===== src/rtl/adc_frame_packer_pkg.sv =====
// adc_frame_packer_pkg: shared constants, FSM state codes and frame-size helpers
// for the ADC frame packer. Optional checksum word is enabled by defining
// ADC_FRAME_PACKER_CHECKSUM_EN.
package adc_frame_packer_pkg;

`ifdef ADC_FRAME_PACKER_CHECKSUM_EN
  localparam bit CSUM_EN = 1'b1;
`else
  localparam bit CSUM_EN = 1'b0;
`endif

  // FSM state encoding (plain constants keep older tools happy)
  typedef logic [2:0] state_t;
  localparam state_t ST_IDLE = 3'd0;
  localparam state_t ST_HDR  = 3'd1;
  localparam state_t ST_TS   = 3'd2;
  localparam state_t ST_DATA = 3'd3;
  localparam state_t ST_CSUM = 3'd4;

  // Header field positions
  localparam int HDR_ID_LSB   = 56;
  localparam int HDR_SEQ_LSB  = 48;
  localparam int HDR_CNT_LSB  = 32;
  localparam int HDR_MASK_LSB = 0;

  // Data word layout: three 18-bit slots plus a data-word index byte on top
  localparam int CH_PER_WORD = 3;
  localparam int SLOT_W      = 18;
  localparam int DIDX_LSB    = 56;

  function automatic int data_words(input int num_ch);
    return (num_ch + CH_PER_WORD - 1) / CH_PER_WORD;
  endfunction

  // Header + timestamp + data words (+ checksum word when enabled)
  function automatic int words_per_frame(input int num_ch, input bit csum);
    return data_words(num_ch) + 2 + (csum ? 1 : 0);
  endfunction

endpackage


===== src/rtl/adc_frame_packer_sat_counter32.sv =====
// sat_counter32: 32-bit event counter that sticks at all-ones. A clear has
// priority over a coincident increment.
module sat_counter32 (
  input  logic        clk,
  input  logic        rst,
  input  logic        clr_i,
  input  logic        inc_i,
  output logic [31:0] cnt_o
);

  logic [31:0] cnt_q;

  // Count up until saturated; reset and clear both zero the count
  always_ff @(posedge clk) begin
    if (rst || clr_i)
      cnt_q <= '0;
    else if (inc_i && (cnt_q != 32'hFFFF_FFFF))
      cnt_q <= cnt_q + 32'd1;
  end

  assign cnt_o = cnt_q;

endmodule


===== src/rtl/adc_frame_packer.sv =====
// adc_frame_packer: turns each ADC sample set into one framed 64-bit stream
// packet (header, timestamp, packed channel words). One sample set can wait in
// a pending register while a frame is being sent; further ones are dropped and
// counted. Define ADC_FRAME_PACKER_CHECKSUM_EN to append an XOR checksum word.
module adc_frame_packer
  import adc_frame_packer_pkg::*;
#(
  parameter int          NUM_CH = 16,
  parameter int          WIDTH  = 18,
  parameter logic [7:0]  ID     = 8'hA1
) (
  input  logic                    clk,
  input  logic                    rst,
  input  logic                    ena,
  input  logic                    clear_counters,
  input  logic                    in_valid,
  input  logic [63:0]             in_ts,
  input  logic [NUM_CH-1:0]       in_ch_valid,
  input  logic [NUM_CH*WIDTH-1:0] in_data,
  output logic [63:0]             out_tdata,
  output logic                    out_tvalid,
  output logic                    out_tlast,
  input  logic                    out_tready,
  output logic                    busy,
  output logic [31:0]             frame_count,
  output logic [31:0]             drop_count
);

  localparam int D     = data_words(NUM_CH);
  localparam int WPF   = words_per_frame(NUM_CH, CSUM_EN);
  localparam int NSLOT = D * CH_PER_WORD;

  state_t state_q, state_d;
  logic [2:0] dw_q, dw_d;
  logic [7:0] seq_q;

  logic                    pend_full_q;
  logic [63:0]             pend_ts_q,   wk_ts_q;
  logic [NUM_CH-1:0]       pend_mask_q, wk_mask_q;
  logic [NUM_CH*WIDTH-1:0] pend_data_q, wk_data_q;

  logic fire, last_word, last_fire, take, cap, drop;

  assign fire      = out_tvalid & out_tready;
`ifdef ADC_FRAME_PACKER_CHECKSUM_EN
  assign last_word = (state_q == ST_CSUM);
`else
  assign last_word = (state_q == ST_DATA) && (dw_q == 3'(D - 1));
`endif
  assign last_fire = fire & last_word;
  // Pending moves to the working register when idle or as the final word goes
  assign take      = pend_full_q & ((state_q == ST_IDLE) | last_fire);
  assign cap       = in_valid & ena & (~pend_full_q | take);
  assign drop      = in_valid & ena & pend_full_q & ~take;

  // Next-state: words advance only on an accepted beat
  always_comb begin
    state_d = state_q;
    dw_d    = dw_q;
    case (state_q)
      ST_IDLE: if (pend_full_q) state_d = ST_HDR;
      ST_HDR:  if (fire) state_d = ST_TS;
      ST_TS:   if (fire) begin
        state_d = ST_DATA;
        dw_d    = '0;
      end
      ST_DATA: if (fire) begin
        if (dw_q == 3'(D - 1)) begin
`ifdef ADC_FRAME_PACKER_CHECKSUM_EN
          state_d = ST_CSUM;
`else
          state_d = pend_full_q ? ST_HDR : ST_IDLE;
`endif
        end else begin
          dw_d = dw_q + 3'd1;
        end
      end
`ifdef ADC_FRAME_PACKER_CHECKSUM_EN
      ST_CSUM: if (fire) state_d = pend_full_q ? ST_HDR : ST_IDLE;
`endif
      default: state_d = ST_IDLE;
    endcase
  end

  // FSM, data-word index and wrapping sequence number
  always_ff @(posedge clk) begin
    if (rst) begin
      state_q <= ST_IDLE;
      dw_q    <= '0;
      seq_q   <= '0;
    end else begin
      state_q <= state_d;
      dw_q    <= dw_d;
      if (last_fire) seq_q <= seq_q + 8'd1;
    end
  end

  // Pending-register occupancy
  always_ff @(posedge clk) begin
    if (rst)
      pend_full_q <= 1'b0;
    else if (cap)
      pend_full_q <= 1'b1;
    else if (take)
      pend_full_q <= 1'b0;
  end

  // Pending and working payloads; contents only matter while flagged full/busy
  always_ff @(posedge clk) begin
    if (cap) begin
      pend_ts_q   <= in_ts;
      pend_mask_q <= in_ch_valid;
      pend_data_q <= in_data;
    end
    if (take) begin
      wk_ts_q   <= pend_ts_q;
      wk_mask_q <= pend_mask_q;
      wk_data_q <= pend_data_q;
    end
  end

  // Sign-extend every channel into an 18-bit slot; slots past NUM_CH are zero
  logic [NSLOT-1:0][SLOT_W-1:0] slot;
  logic [D-1:0][63:0]           dword;

  for (genvar c = 0; c < NSLOT; c++) begin : g_slot
    if (c < NUM_CH) begin : g_ch
      logic signed [WIDTH-1:0] raw;
      assign raw     = wk_data_q[c*WIDTH +: WIDTH];
      assign slot[c] = SLOT_W'(raw);
    end else begin : g_pad
      assign slot[c] = '0;
    end
  end

  for (genvar d = 0; d < D; d++) begin : g_dword
    assign dword[d] = {8'(d), 2'b00, slot[3*d+2], slot[3*d+1], slot[3*d]};
  end

  logic [63:0] hdr_word;
  assign hdr_word = {ID, seq_q, 16'(WPF), 32'(wk_mask_q)};

`ifdef ADC_FRAME_PACKER_CHECKSUM_EN
  logic [63:0] csum_q;

  // Running XOR of the words already accepted in this frame
  always_ff @(posedge clk) begin
    if (rst || take)
      csum_q <= '0;
    else if (fire)
      csum_q <= csum_q ^ out_tdata;
  end
`endif

  // Output word is a pure function of held state, so it is stable under stall
  always_comb begin
    out_tdata = '0;
    case (state_q)
      ST_HDR:  out_tdata = hdr_word;
      ST_TS:   out_tdata = wk_ts_q;
      ST_DATA: out_tdata = dword[dw_q];
`ifdef ADC_FRAME_PACKER_CHECKSUM_EN
      ST_CSUM: out_tdata = csum_q;
`endif
      default: out_tdata = '0;
    endcase
  end

  assign out_tvalid = (state_q != ST_IDLE);
  assign out_tlast  = last_word;
  assign busy       = (state_q != ST_IDLE) | pend_full_q;

  sat_counter32 u_frame_cnt (
    .clk   (clk),
    .rst   (rst),
    .clr_i (clear_counters),
    .inc_i (last_fire),
    .cnt_o (frame_count)
  );

  sat_counter32 u_drop_cnt (
    .clk   (clk),
    .rst   (rst),
    .clr_i (clear_counters),
    .inc_i (drop),
    .cnt_o (drop_count)
  );

endmodule


===== config.mk =====
export PLATFORM = sky130hd
export DESIGN_NAME = adc_frame_packer
export DESIGN_NICKNAME = d
export VERILOG_FILES = /design/src/rtl/adc_frame_packer_pkg.sv /design/src/rtl/adc_frame_packer_sat_counter32.sv /design/src/rtl/adc_frame_packer.sv
export SDC_FILE = /design/constraint.sdc
export NUM_CORES = 1
export LEC_CHECK = 0
export BUFFER_PORTS_ARGS = -buffer_cell sky130_fd_sc_hd__buf_2
export CAP_MARGIN = 40
export CORE_AREA = 2 2 257 259
export DETAILED_ROUTE_END_ITERATION = 10
export DIE_AREA = 0 0 259 261
export HOLD_SLACK_MARGIN = 0.12
export PLACE_DENSITY = 0.74
export SLEW_MARGIN = 20
export SYNTH_ARGS = -nofsm -noshare
export SYNTH_HDL_FRONTEND = slang
export SYNTH_SLANG_ARGS = --single-unit

===== constraint.sdc =====
create_clock -name clk -period 43 [get_ports clk]
set_input_delay 6.45 -clock clk [delete_from_list [all_inputs] [get_ports clk]]
set_output_delay 6.45 -clock clk [all_outputs]
set_load 0.005 [all_outputs]

-- Yosys cells after proc, flatten, opt, wreduce, memory -nomap -nowiden
Index checks and enable logic that the tools add are counted.
- bits in registers: 815
- output and inout bits: 131
- logic and storage cells: 67
- add/sub/neg operators: 4
- $lt $le $gt $ge: 1
- bitwise operators: 12
- reduce and logical (&&, ||, !) cells: 10
- equality and inequality tests: 12
- mux-type cells: 16
- operators by type and width (cell ; number):
    binary-select mux 64 bit (select 3 bit) ; 1
    case mux 64 bit (3 select lines) ; 1
    adder 32 x 1 -> 32 bit (second input constant) ; 2
    two-way mux 64 bit ; 1
    inequality test 32 bit (second input constant) ; 2
    two-way mux 3 bit ; 8
    case mux 3 bit (4 select lines) ; 1
    inequality test 2 bit (second input constant) ; 5
    adder 8 x 1 -> 8 bit (second input constant) ; 1
    AND 1 bit ; 7
    equality test 3 x 2 -> 1 bit (second input constant) ; 2
    case mux 3 bit (2 select lines) ; 1
    AND reduction 5 bit ; 1
    less-than comparator 3 x 4 -> 1 bit (second input constant) ; 1
    AND reduction 4 bit ; 1
    nonzero test 2 bit ; 2
    adder 3 x 1 -> 3 bit (second input constant) ; 1
    equality test 3 x 1 -> 1 bit (second input constant) ; 1
    equality test 3 bit (second input constant) ; 1
    logical AND 1 bit ; 3
    logical NOT 3 bit ; 1
    two-way mux 1 bit ; 3
    bitwise OR 1 bit ; 3
    nonzero test 3 bit ; 1
    other kinds (3) ; 4

-- Longest topological paths before layout
Gate-level depths: netlist of run 1.
- word-level depth: 8
- mapped depth: 12
- mapped depth without buffers: 8

-- Cells and area by module
Synthesis of run 1 repeated with hierarchy kept, for this count alone.
- cells, all modules: 1640
- area total of the unflattened synthesis: 29477.0 um^2
- by module, submodules not included (module ; area each (um^2) ; seq. area each (um^2) ; instances ; cells each):
    adc_frame_packer ; 26113.8 ; 22381.5 ; 1 ; 1262
    sat_counter32 ; 1681.6 ; 640.6 ; 2 ; 189

-- Worst setup path after synthesis of run 1
OpenSTA, ideal clock, no wires.
- kind: input to register
- start point: in out_tready
- end point: reg wk_data_q[0], enable pin
- required time: 41.342 ns
- setup time: 1.658 ns
- setup slack: 7.946 ns
- data arrival time: 33.396 ns
- stages: 4
- path through: nor2b_1 -> buf_2 -> nand2_1 -> a21boi_0
- longest elaborated chain between the ends: 4
- RTL lines (item ; line ; source):
    from (decl) ; adc_frame_packer.sv:23 ; input logic out_tready,
    AND 1 bit ; adc_frame_packer.sv:44 ; assign fire = out_tvalid & out_tready;
    AND 1 bit ; adc_frame_packer.sv:50 ; assign last_fire = fire & last_word;
    bitwise OR 1 bit ; adc_frame_packer.sv:52 ; assign take = pend_full_q & ((state_q == ST_IDLE) | last_fire);
    AND 1 bit ; adc_frame_packer.sv:52 ;
    via take ; adc_frame_packer.sv:42 ; logic fire, last_word, last_fire, take, cap, drop;
    to (signal assigned) ; adc_frame_packer.sv:118 ; wk_data_q <= pend_data_q;
    to (decl) ; adc_frame_packer.sv:40 ; logic [NUM_CH*WIDTH-1:0] pend_data_q, wk_data_q;
The timed path passes the listed nets, and every way through them passes these cells.
A chain may end at the register's enable or synchronous reset.

-- Worst setup path after layout of run 1
- start point: reg state_q[1]
- end point: out out_tdata[51]
- longest elaborated chain between the ends: 2
- RTL lines (item ; line ; source):
    from (decl) ; adc_frame_packer.sv:33 ; state_t state_q, state_d;
    from (signal assigned) ; adc_frame_packer.sv:92 ; state_q <= state_d;
    equality test 3 x 2 -> 1 bit / equality test 3 x 1 -> 1 bit (equally long branches) ; adc_frame_packer.sv:158 ; case (state_q)
    case mux 64 bit (3 select lines) (*) ; adc_frame_packer.sv:158 ;
    to (decl) ; adc_frame_packer.sv:20 ; output logic [63:0] out_tdata,
Mark *: on every way between the ends. The rest lies on a longest branch, timed or not.

==> results.py, run 1 <==
metrics = {
    "status": {
        "outcome": "completed",
    },
    "logic_synthesis": {
        "synth.yosys.seq_area_share": 0.818,
        "ys.flop_type": "edfxtp_1",
        "synth.lib_cells_used.distinct": 63,
        "syn_inst": 1544,
        "yosysTopAreaCell": "edfxtp_1",
        "edff_count_synth": 736,
        "yosys-top-cells-area": "edfxtp_1, dfxtp_1, mux4_2, a21oi_1, nand2_1",
        "post_synthesis_net_count": 1927,
        "async_flop_share": 0,
        "synth-warning-count": 0,
        "syn_avg_cell_area_sq_um": 18.7,
        "yosysTopAreaCellShare": 0.764,
        "ys_seq_elements": 814,
        "mappedNetlistArea_sq_mm": 0.0289,
    },
    "routing": {
        "total_iterations_of_the_first_detailed_routing_run": 6,
        "drc": 0,
        "detail_route.iter0.violations": 2043,
        "residual_antenna_violating_net_count_after_detailed_routing": 0,
        "route.vias.total": 16500,
        "vias_per_cell": 5.45,
        "wl_per_cell_microns": 21.8,
        "total_detailed_routing_wirelength_microns": 66200,
    },
    "worst_setup_path": {
        "setup.worst_path.start_class": "flop",
        "worst_r2r_path_depth": 10,
        "crit_path_cells": "ha_1, and3b_2, nor2b_1, a222oi_1, a21oi_1, buf_2",
        "end_kind": "output pin",
        "cp.required_ns": 36.55,
        "cp.buffers_inverters": 1,
        "timing.critical_path.depth": 6,
        "path_delay_family": "simple AND/OR/NAND/NOR gates",
        "timing.critical_path.slowest_cell_delay_ns": 0.84,
        "criticalPathCategory": "flop to output pin",
        "critical_path.max_fanout": 30,
        "worstPathArrival_ns": 3.62,
        "crit_slowest_cell": "and3b_2",
    },
    "clock_network": {
        "cts_bufs_inserted": 82,
        "ctsHtreeMaxLevel": 3,
        "tritoncts_clock_tree": "built",
        "cts.repair_timing.setup_buffer_count": 0,
        "insertion_delay_ns": 0.63,
        "clk_transition_reported_paths_ns": 0.06,
        "cts_hold_buffers": 0,
        "cts_root_buf": "clkbuf_16",
        "cts-root-to-sink-buffers": 3,
        "numClockSinks": 814,
        "cts_resized": 0,
    },
    "floorplan": {
        "fp.dieH_microns": 261,
        "die_width_microns": 259,
        "io_pins": 505,
        "placeableCoreArea_sq_mm": 0.0650,
        "num_rows": 94,
        "starting_density_of_the_core": 0.445,
        "design.die.area_sq_mm": 0.0676,
    },
    "global_route": {
        "antenna_found_initial": 20,
        "grt_max_degree": 183,
        "grt_resource_usage_total": 0.190,
        "first_global_vias": 16500,
        "grt_remaining_overflow": 0,
        "grt_first_pass_wirelength_microns": 96700,
    },
    "cells_and_area": {
        "most_common_cell_after_layout_fill_and_taps_aside": "edfxtp_1",
        "area_delta_synth_final_pct": 22.0,
        "drive_above_1_share": 0.340,
        "instances_no_fill": 3034,
        "number_of_nets_at_the_end_of_the_flow": 2474,
        "layout.cells.most_common_list": "edfxtp_1, buf_2, clkbuf_16",
    },
    "placed_design": {
        "numPortBuffers": 504,
        "dp.final_hpwl_microns": 43900,
        "gp_congestion": 0.886,
        "placed_cells": 2868,
    },
    "sta": {
        "min_period_over_period": 0.234,
        "maxSlewHeadroom": 0.239,
        "fin_setup_tns_ns": 0,
        "rsz0062_at_grt": "no",
        "timing_worst_slew_pin_value_ns": 1.14,
        "final_hold_viol_count": 0,
        "fmax_mhz": 99.3,
        "maxSlewViolCount": 0,
        "finalSetupViolCount": 0,
        "worst_clock_skew_ns": 0.0284,
        "post-route-min-period_ns": 10.07,
        "hold-worst-slack_ns": 0.412,
    },
    "power_and_ir_drop": {
        "p_leak_nw": 12.3,
        "cellPowerDensity_mw_per_mm2": 50.4,
        "totalPowerFinal_w": 0.00178,
        "irDropWorstVdd_uv": 36.2,
    },
    "min_path": {
        "hold_path_class": "flop to flop",
        "min_path_cells": 0,
    },
    "job": {
        "max_cap_violations": 0,
    },
}
==> cell usage after synthesis (2+ instances only) <==
cell type    n
edfxtp_1   736
dfxtp_1     78
nand2_1     75
a21oi_1     74
clkbuf_1    49
mux4_2      44
o21ai_0     44
nor2_1      39
nand3_1     38
or3_1       33
a22oi_1     25
a222oi_1    24
nand4_1     21
o2bb2ai_1   19
mux2_2      18
or4_1       18
nor2b_1     16
o31ai_1     16
a211oi_1    13
mux2i_1     13
inv_1       12
buf_2       11
o21ai_1     11
and3_1      10
a32o_1       9
ha_1         9
and4_1       8
xnor2_1      8
and2_1       7
xor2_1       6
nor3_1       5
nor4_1       5
o211ai_1     5
a31oi_1      4
buf_1        4
a41o_1       3
nand2b_1     3
a21o_1       2
a221oi_1     2
a31o_2       2
buf_6        2
or2_2        2
==> kinds of logic after synthesis <==
| kind of cell | share of synthesized area |
|---|---|
| AO/OA/AOI/OAI | 0.0623 |
| XOR/XNOR | 0.00424 |
| adder cells (fa/ha/maj) | 0.00389 |
| buffers and inverters | 0.0115 |
| flip-flops | 0.818 |
| multiplexers | 0.0458 |
| AND/OR/NAND/NOR | 0.0540 |
==> routing by layer <==
metal / up-vias / routed length, microns / global-route usage
met4: 10 / 2360 / 0.0894
met1: 8173 / 25600 / 0.242
li1: 7352 / - / -
met3: 166 / 5050 / 0.0406
met5: - / 67 / 0
met2: 829 / 33100 / 0.314
==> state kept, by name, indices dropped and copies added, names as in the netlist <==
signal             cells
pend_ts_q             64
wk_data_q            288
wk_ts_q               64
pend_mask_q           16
dw_q                   3
seq_q                  8
u_frame_cnt.cnt_o     32
state_q                2
pend_full_q            1
u_drop_cnt.cnt_o      32
wk_mask_q             16
pend_data_q          288
==> metrics by stage <==
| step | worst slack (ns) | cell area, sq um | utilization |
|---|---|---|---|
| 4_1_cts | 32.91 | 35200 | 0.541 |
| 3_5_place_dp | 33.17 | 32600 | 0.501 |
| 5_1_grt | 32.68 | 35300 | 0.542 |
| 2_1_floorplan | 7.95 | 28900 | - |
| 3_3_place_gp | 33.05 | 32400 | 0.498 |
| 6_report | 32.93 | 35300 | 0.543 |
==> area by class of cell <==
| class | count | area [sq um] |
|---|---|---|
| Clock inverter | 46 | 478 |
| Clock buffer | 99 | 2120 |
| Inverter | 13 | 48.8 |
| Fill cell | 5002 | 29700 |
| Sequential cell | 814 | 23700 |
| Tap cell | 864 | 1080 |
| Timing Repair Buffer | 530 | 2890 |
| Antenna cell | 18 | 45.0 |
| Multi-Input combinational cell | 650 | 4960 |
==> power by group <==
part           internal [W]  total (W)  switching (W)  leakage [nW]
Sequential         0.000931   0.000947      0.0000155          7.44
Combinational     0.0000531   0.000148      0.0000953          3.57
Clock              0.000385   0.000682       0.000297          1.25
==> worst paths after layout <==
| check | from | to | slack (ns) |
|---|---|---|---|
| max | state_q[1]$_SDFFE_PP0P_ | out_tdata[51] | 32.93 |
| min | pend_data_q[250]$_DFFE_PP_ | wk_data_q[250]$_DFFE_PP_ | 0.41 |
| max reg2reg | state_q[1]$_SDFFE_PP0P_ | wk_data_q[19]$_DFFE_PP_ | 38.57 |
| min reg2reg | pend_data_q[250]$_DFFE_PP_ | wk_data_q[250]$_DFFE_PP_ | 0.41 |
No activity file was read; power rests on OpenSTA's default activity.
==> inputs of run 2 (changes only) <==
PLACE_DENSITY = 0.76   (was 0.74)
clock period = 9.05 ns   (was 43 ns; I/O delays follow)
==> results.py, run 2 (synthesis gave the netlist of run 1 again) <==
metrics = {
    "status": {
        "outcome": "completed",
    },
    "routing": {
        "total_detailed_routing_wirelength_microns": 67400,
        "total_iterations_of_the_first_detailed_routing_run": 6,
        "drc": 0,
        "detail_route.iter0.violations": 1957,
        "residual_antenna_violating_net_count_after_detailed_routing": 0,
        "vias_per_cell": 5.43,
        "route.vias.total": 16500,
        "wl_per_cell_microns": 22.2,
    },
    "floorplan": {
        "num_rows": 94,
        "design.die.area_sq_mm": 0.0676,
        "fp.dieH_microns": 261,
        "placeableCoreArea_sq_mm": 0.0650,
        "starting_density_of_the_core": 0.445,
        "io_pins": 505,
        "die_width_microns": 259,
    },
    "worst_setup_path": {
        "critical_path.max_fanout": 19,
        "r2r_setup_slack_ns": 5.10,
        "worstPathArrival_ns": 3.40,
        "end_kind": "output pin",
        "cp.required_ns": 7.69,
        "setup.worst_path.start_class": "flop",
        "criticalPathCategory": "flop to output pin",
    },
    "clock_network": {
        "clk_transition_reported_paths_ns": 0.06,
        "cts_resized": 0,
        "numClockSinks": 814,
        "cts-root-to-sink-buffers": 3,
        "insertion_delay_ns": 0.62,
        "cts_hold_buffers": 0,
        "cts_bufs_inserted": 81,
        "cts.repair_timing.setup_buffer_count": 0,
        "cts_root_buf": "clkbuf_16",
        "tritoncts_clock_tree": "built",
        "ctsHtreeMaxLevel": 3,
    },
    "global_route": {
        "first_global_vias": 16700,
        "grt_max_degree": 200,
        "antenna_found_initial": 20,
        "grt_first_pass_wirelength_microns": 98700,
        "grt_resource_usage_total": 0.194,
        "grt_remaining_overflow": 0,
    },
    "power_and_ir_drop": {
        "irDropWorstVdd_uv": 172,
        "totalPowerFinal_w": 0.00848,
        "p_leak_nw": 12.3,
        "cellPowerDensity_mw_per_mm2": 240,
    },
    "cells_and_area": {
        "area_delta_synth_final_pct": 22.3,
        "most_common_cell_after_layout_fill_and_taps_aside": "edfxtp_1",
        "layout.core_utilization": 0.544,
        "reg.largest.list": "pend_data_q (288), wk_data_q (288)",
        "drive_above_1_share": 0.339,
        "layout.cells.most_common_list": "edfxtp_1, buf_2, clkbuf_16",
        "number_of_nets_at_the_end_of_the_flow": 2472,
        "fillCellCount": 4954,
    },
    "sta": {
        "timing_worst_slew_pin_value_ns": 1.23,
        "post-route-min-period_ns": 4.76,
        "maxSlewHeadroom": 0.181,
        "fin_setup_tns_ns": 0,
        "worst_clock_skew_ns": 0.0222,
        "fmax_mhz": 210,
        "min_period_over_period": 0.526,
        "rsz0062_at_grt": "no",
        "maxSlewViolCount": 0,
        "finalSetupViolCount": 0,
        "final_hold_viol_count": 0,
    },
    "placed_design": {
        "gp_congestion": 0.900,
        "numPortBuffers": 504,
        "dp.final_hpwl_microns": 44300,
    },
    "min_path": {
        "hold_path_class": "flop to flop",
    },
    "job": {
        "max_cap_violations": 0,
    },
}
-- run 2: cell count changes in the layout (fill, tap and decap cells not counted), sizes merged --
cell and change:
buf -2, clkbuf +2, bufinv +1, inv -1
clkinv -2, clkinvlp -1
-- run 2: report_power, final --
part	total (W)	switching, W	internal (W)
combinational	0.000689	0.000450	0.000239
sequential	0.00450	0.0000760	0.00443
clock	0.00329	0.00139	0.00190
-- run 2: worst paths after layout --
| path | from | end | cells past startpoint |
|---|---|---|---|
| hold reg to reg | pend_ts_q[53]$_DFFE_PP_ | wk_ts_q[53]$_DFFE_PP_ | 0 |
| setup reg to reg | state_q[1]$_SDFFE_PP0P_ | wk_data_q[70]$_DFFE_PP_ | 7 |
| hold / removal | pend_ts_q[53]$_DFFE_PP_ | wk_ts_q[53]$_DFFE_PP_ | 0 |
| setup / recovery | state_q[1]$_SDFFE_PP0P_ | out_tdata[53] | 7 |
-- run 2: critical path, cell delays in order, from the launching register on --
cell and delay (ns):
dfxtp_1 0.47, ha_1 0.47, and3b_2 0.55, buf_16 0.22, nor2b_1 0.44, a222oi_1 0.18, a21oi_1 0.28, buf_2 0.17
-- run 2: stage by stage --
stage / cell area (sq um) / setup slack, ns / instances / hold slack, ns
final: 35400 / 4.29 / 3031 / 0.406
after detailed placement: 32500 / 4.77 / 2863 / 0.405
after CTS: 35200 / 4.23 / 3006 / 0.407
after floorplan: 28900 / 0.646 / 1544 / 0.400
after global routing: 35300 / 4.06 / 3026 / 0.395
after global placement: 32400 / 4.60 / 2858 / 0.401
-- run 2: layout make-up --
class,count,area (sq um),share of cell area
flip-flops and latches,814,23700,0.670
multi-input cells,650,4960,0.140
repair buffers,529,2910,0.0822
clock buffers,100,2190,0.0618
well taps,864,1080,0.0306
clock inverters,43,454,0.0128
inverters,13,48.8,0.00138
diodes,18,45.0,0.00127
-- run 2: per-layer routing --
| layer | track usage | vias to the layer above | wire, microns |
|---|---|---|---|
| li1 | - | 7364 | - |
| met1 | 0.244 | 8168 | 25600 |
| met4 | 0.0829 | 10 | 2170 |
| met3 | 0.0407 | 133 | 5250 |
| met5 | 0 | - | 50 |
| met2 | 0.327 | 788 | 34400 |
==> inputs of run 3 (changes only) <==
clock period = 3.9 ns   (was 9.05 ns; I/O delays follow)
==> results.py, run 3 (synthesis gave the netlist of run 1 again) <==
metrics = {
    "sta": {
        "maxSlewHeadroom": 0.442,
        "timing_worst_slew_pin_value_ns": 0.833,
        "final_hold_viol_count": 0,
        "min_period_over_period": 0.935,
        "post-route-min-period_ns": 3.65,
        "fmax_mhz": 274,
        "worst_clock_skew_ns": 0.0397,
        "hold-worst-slack_ns": 0.145,
        "maxSlewViolCount": 0,
        "finalSetupViolCount": 0,
        "setup_slack_ns": 0.253,
        "fin_setup_tns_ns": 0,
        "rsz0062_at_grt": "no",
    },
    "power_and_ir_drop": {
        "totalPowerFinal_w": 0.0202,
        "p_leak_nw": 13.7,
        "cellPowerDensity_mw_per_mm2": 523,
        "irDropWorstVdd_uv": 581,
    },
    "cells_and_area": {
        "fillCellCount": 4529,
        "multi_input_area_sq_mm": 0.00500,
        "instances_no_fill": 3368,
        "reg.largest.list": "pend_data_q (288), wk_data_q (288)",
        "drive_above_1_share": 0.304,
        "area_delta_synth_final_pct": 33.8,
        "number_of_nets_at_the_end_of_the_flow": 2811,
        "most_common_cell_after_layout_fill_and_taps_aside": "edfxtp_1",
        "layout.cells.most_common_list": "edfxtp_1, buf_2, dlygate4sd3_1",
        "seqCellArea_sq_mm": 0.0237,
    },
    "clock_network": {
        "cts-root-to-sink-buffers": 3,
        "tritoncts_clock_tree": "built",
        "cts_root_buf": "clkbuf_16",
        "cts_hold_buffers": 318,
        "cts_resized": 0,
        "ctsHtreeMaxLevel": 3,
        "numClockSinks": 814,
        "cts.repair_timing.setup_buffer_count": 0,
        "insertion_delay_ns": 0.66,
        "cts_bufs_inserted": 80,
        "clk_transition_reported_paths_ns": 0.07,
    },
    "routing": {
        "total_iterations_of_the_first_detailed_routing_run": 6,
        "detail_route.iter0.violations": 2206,
        "drc": 0,
        "route.vias.total": 18300,
        "total_detailed_routing_wirelength_microns": 79400,
        "wl_per_cell_microns": 23.6,
        "residual_antenna_violating_net_count_after_detailed_routing": 0,
        "vias_per_cell": 5.45,
    },
    "global_route": {
        "grt_max_degree": 117,
        "grt_resource_usage_total": 0.229,
        "grt_first_pass_wirelength_microns": 115000,
        "grt_remaining_overflow": 0,
        "first_global_vias": 19000,
        "antenna_found_initial": 7,
    },
    "min_path": {
        "min_path_cells": 1,
        "min_delay_worst_endpoint": "pend_data_q[186]$_DFFE_PP_",
        "hold_path_class": "input port to flop",
        "hold_path.startpoint": "in_data[186]",
    },
    "worst_setup_path": {
        "worstPathArrival_ns": 3.06,
        "timing.rr.start": "dw_q[0]$_SDFFE_PP0P_",
        "r2r_setup_slack_ns": 1.00,
        "cp.required_ns": 3.31,
        "critical_path.max_fanout": 29,
        "criticalPathCategory": "flop to output pin",
        "crit_path_start": "dw_q[1]$_SDFFE_PP0P_",
        "setup.worst_path.start_class": "flop",
        "end_kind": "output pin",
        "regToRegEndpoint": "pend_data_q[101]$_DFFE_PP_",
        "worst_r2r_path_depth": 6,
    },
    "floorplan": {
        "num_rows": 94,
        "placeableCoreArea_sq_mm": 0.0650,
        "design.die.area_sq_mm": 0.0676,
        "starting_density_of_the_core": 0.445,
        "die_width_microns": 259,
        "fp.dieH_microns": 261,
        "io_pins": 505,
    },
    "placed_design": {
        "placed_cells": 2888,
        "gp_congestion": 0.904,
        "dp.final_hpwl_microns": 45500,
        "pre_cts_ws_ns": 0.918,
        "numPortBuffers": 504,
    },
    "job": {
        "max_cap_violations": 0,
    },
    "status": {
        "outcome": "completed",
    },
}
[run 3: changes by cell type in the layout (fill, tap and decap cells not counted), sizes merged]
cell / previous run / this run
dlygate4sd3: 0 / 321
diode: 18 / 10
clkinvlp: 4 / 2
inv: 16 / 18
clkinv: 30 / 41
clkbuf: 102 / 94
buf: 527 / 548
[run 3: critical path, cell delays in order (launching register included)]
cell and delay (ns):
dfxtp_4 0.64, buf_4 0.45, and3b_2 0.26, buf_4 0.29, a222oi_1 0.40, a21oi_1 0.18
buf_2 0.17
[run 3: final cells by class]
cell class                      count  share of cell area
Multi-Input combinational cell    650               0.129
Inverter                           13             0.00146
Clock buffer                       94              0.0550
Tap cell                          864              0.0279
Sequential cell                   814               0.612
Antenna cell                       10            0.000647
Timing Repair Buffer              869               0.161
Clock inverter                     54              0.0131
[run 3: worst max-delay path by stage]
stage | end | cells past startpoint
floorplan | wk_data_q[0]$_DFFE_PP_ | 8
global placement | out_tdata[19] | 5
detailed placement | out_tdata[18] | 7
CTS | out_tdata[16] | 5
global route | out_tdata[17] | 5
finish | out_tdata[10] | 6
[run 3: power breakdown]
part           switching (W)  internal [W]
Sequential          0.000208        0.0103
Combinational        0.00118      0.000769
Clock                0.00346       0.00436
Total                0.00485        0.0154
[run 3: through the flow]
step	cell area [sq um]	util
2_1_floorplan	29000	-
3_3_place_gp	32800	0.504
3_5_place_dp	32800	0.504
4_1_cts	38600	0.594
5_1_grt	38700	0.595
6_report	38700	0.595
[run 3: metal layers]
| metal | wire, microns | vias up | GRT usage |
|---|---|---|---|
| met5 | 0 | - | 0 |
| met4 | 2760 | 0 | 0.0859 |
| met3 | 5730 | 192 | 0.0444 |
| met2 | 41700 | 970 | 0.412 |
| met1 | 29300 | 9154 | 0.274 |
| li1 | - | 8025 | - |
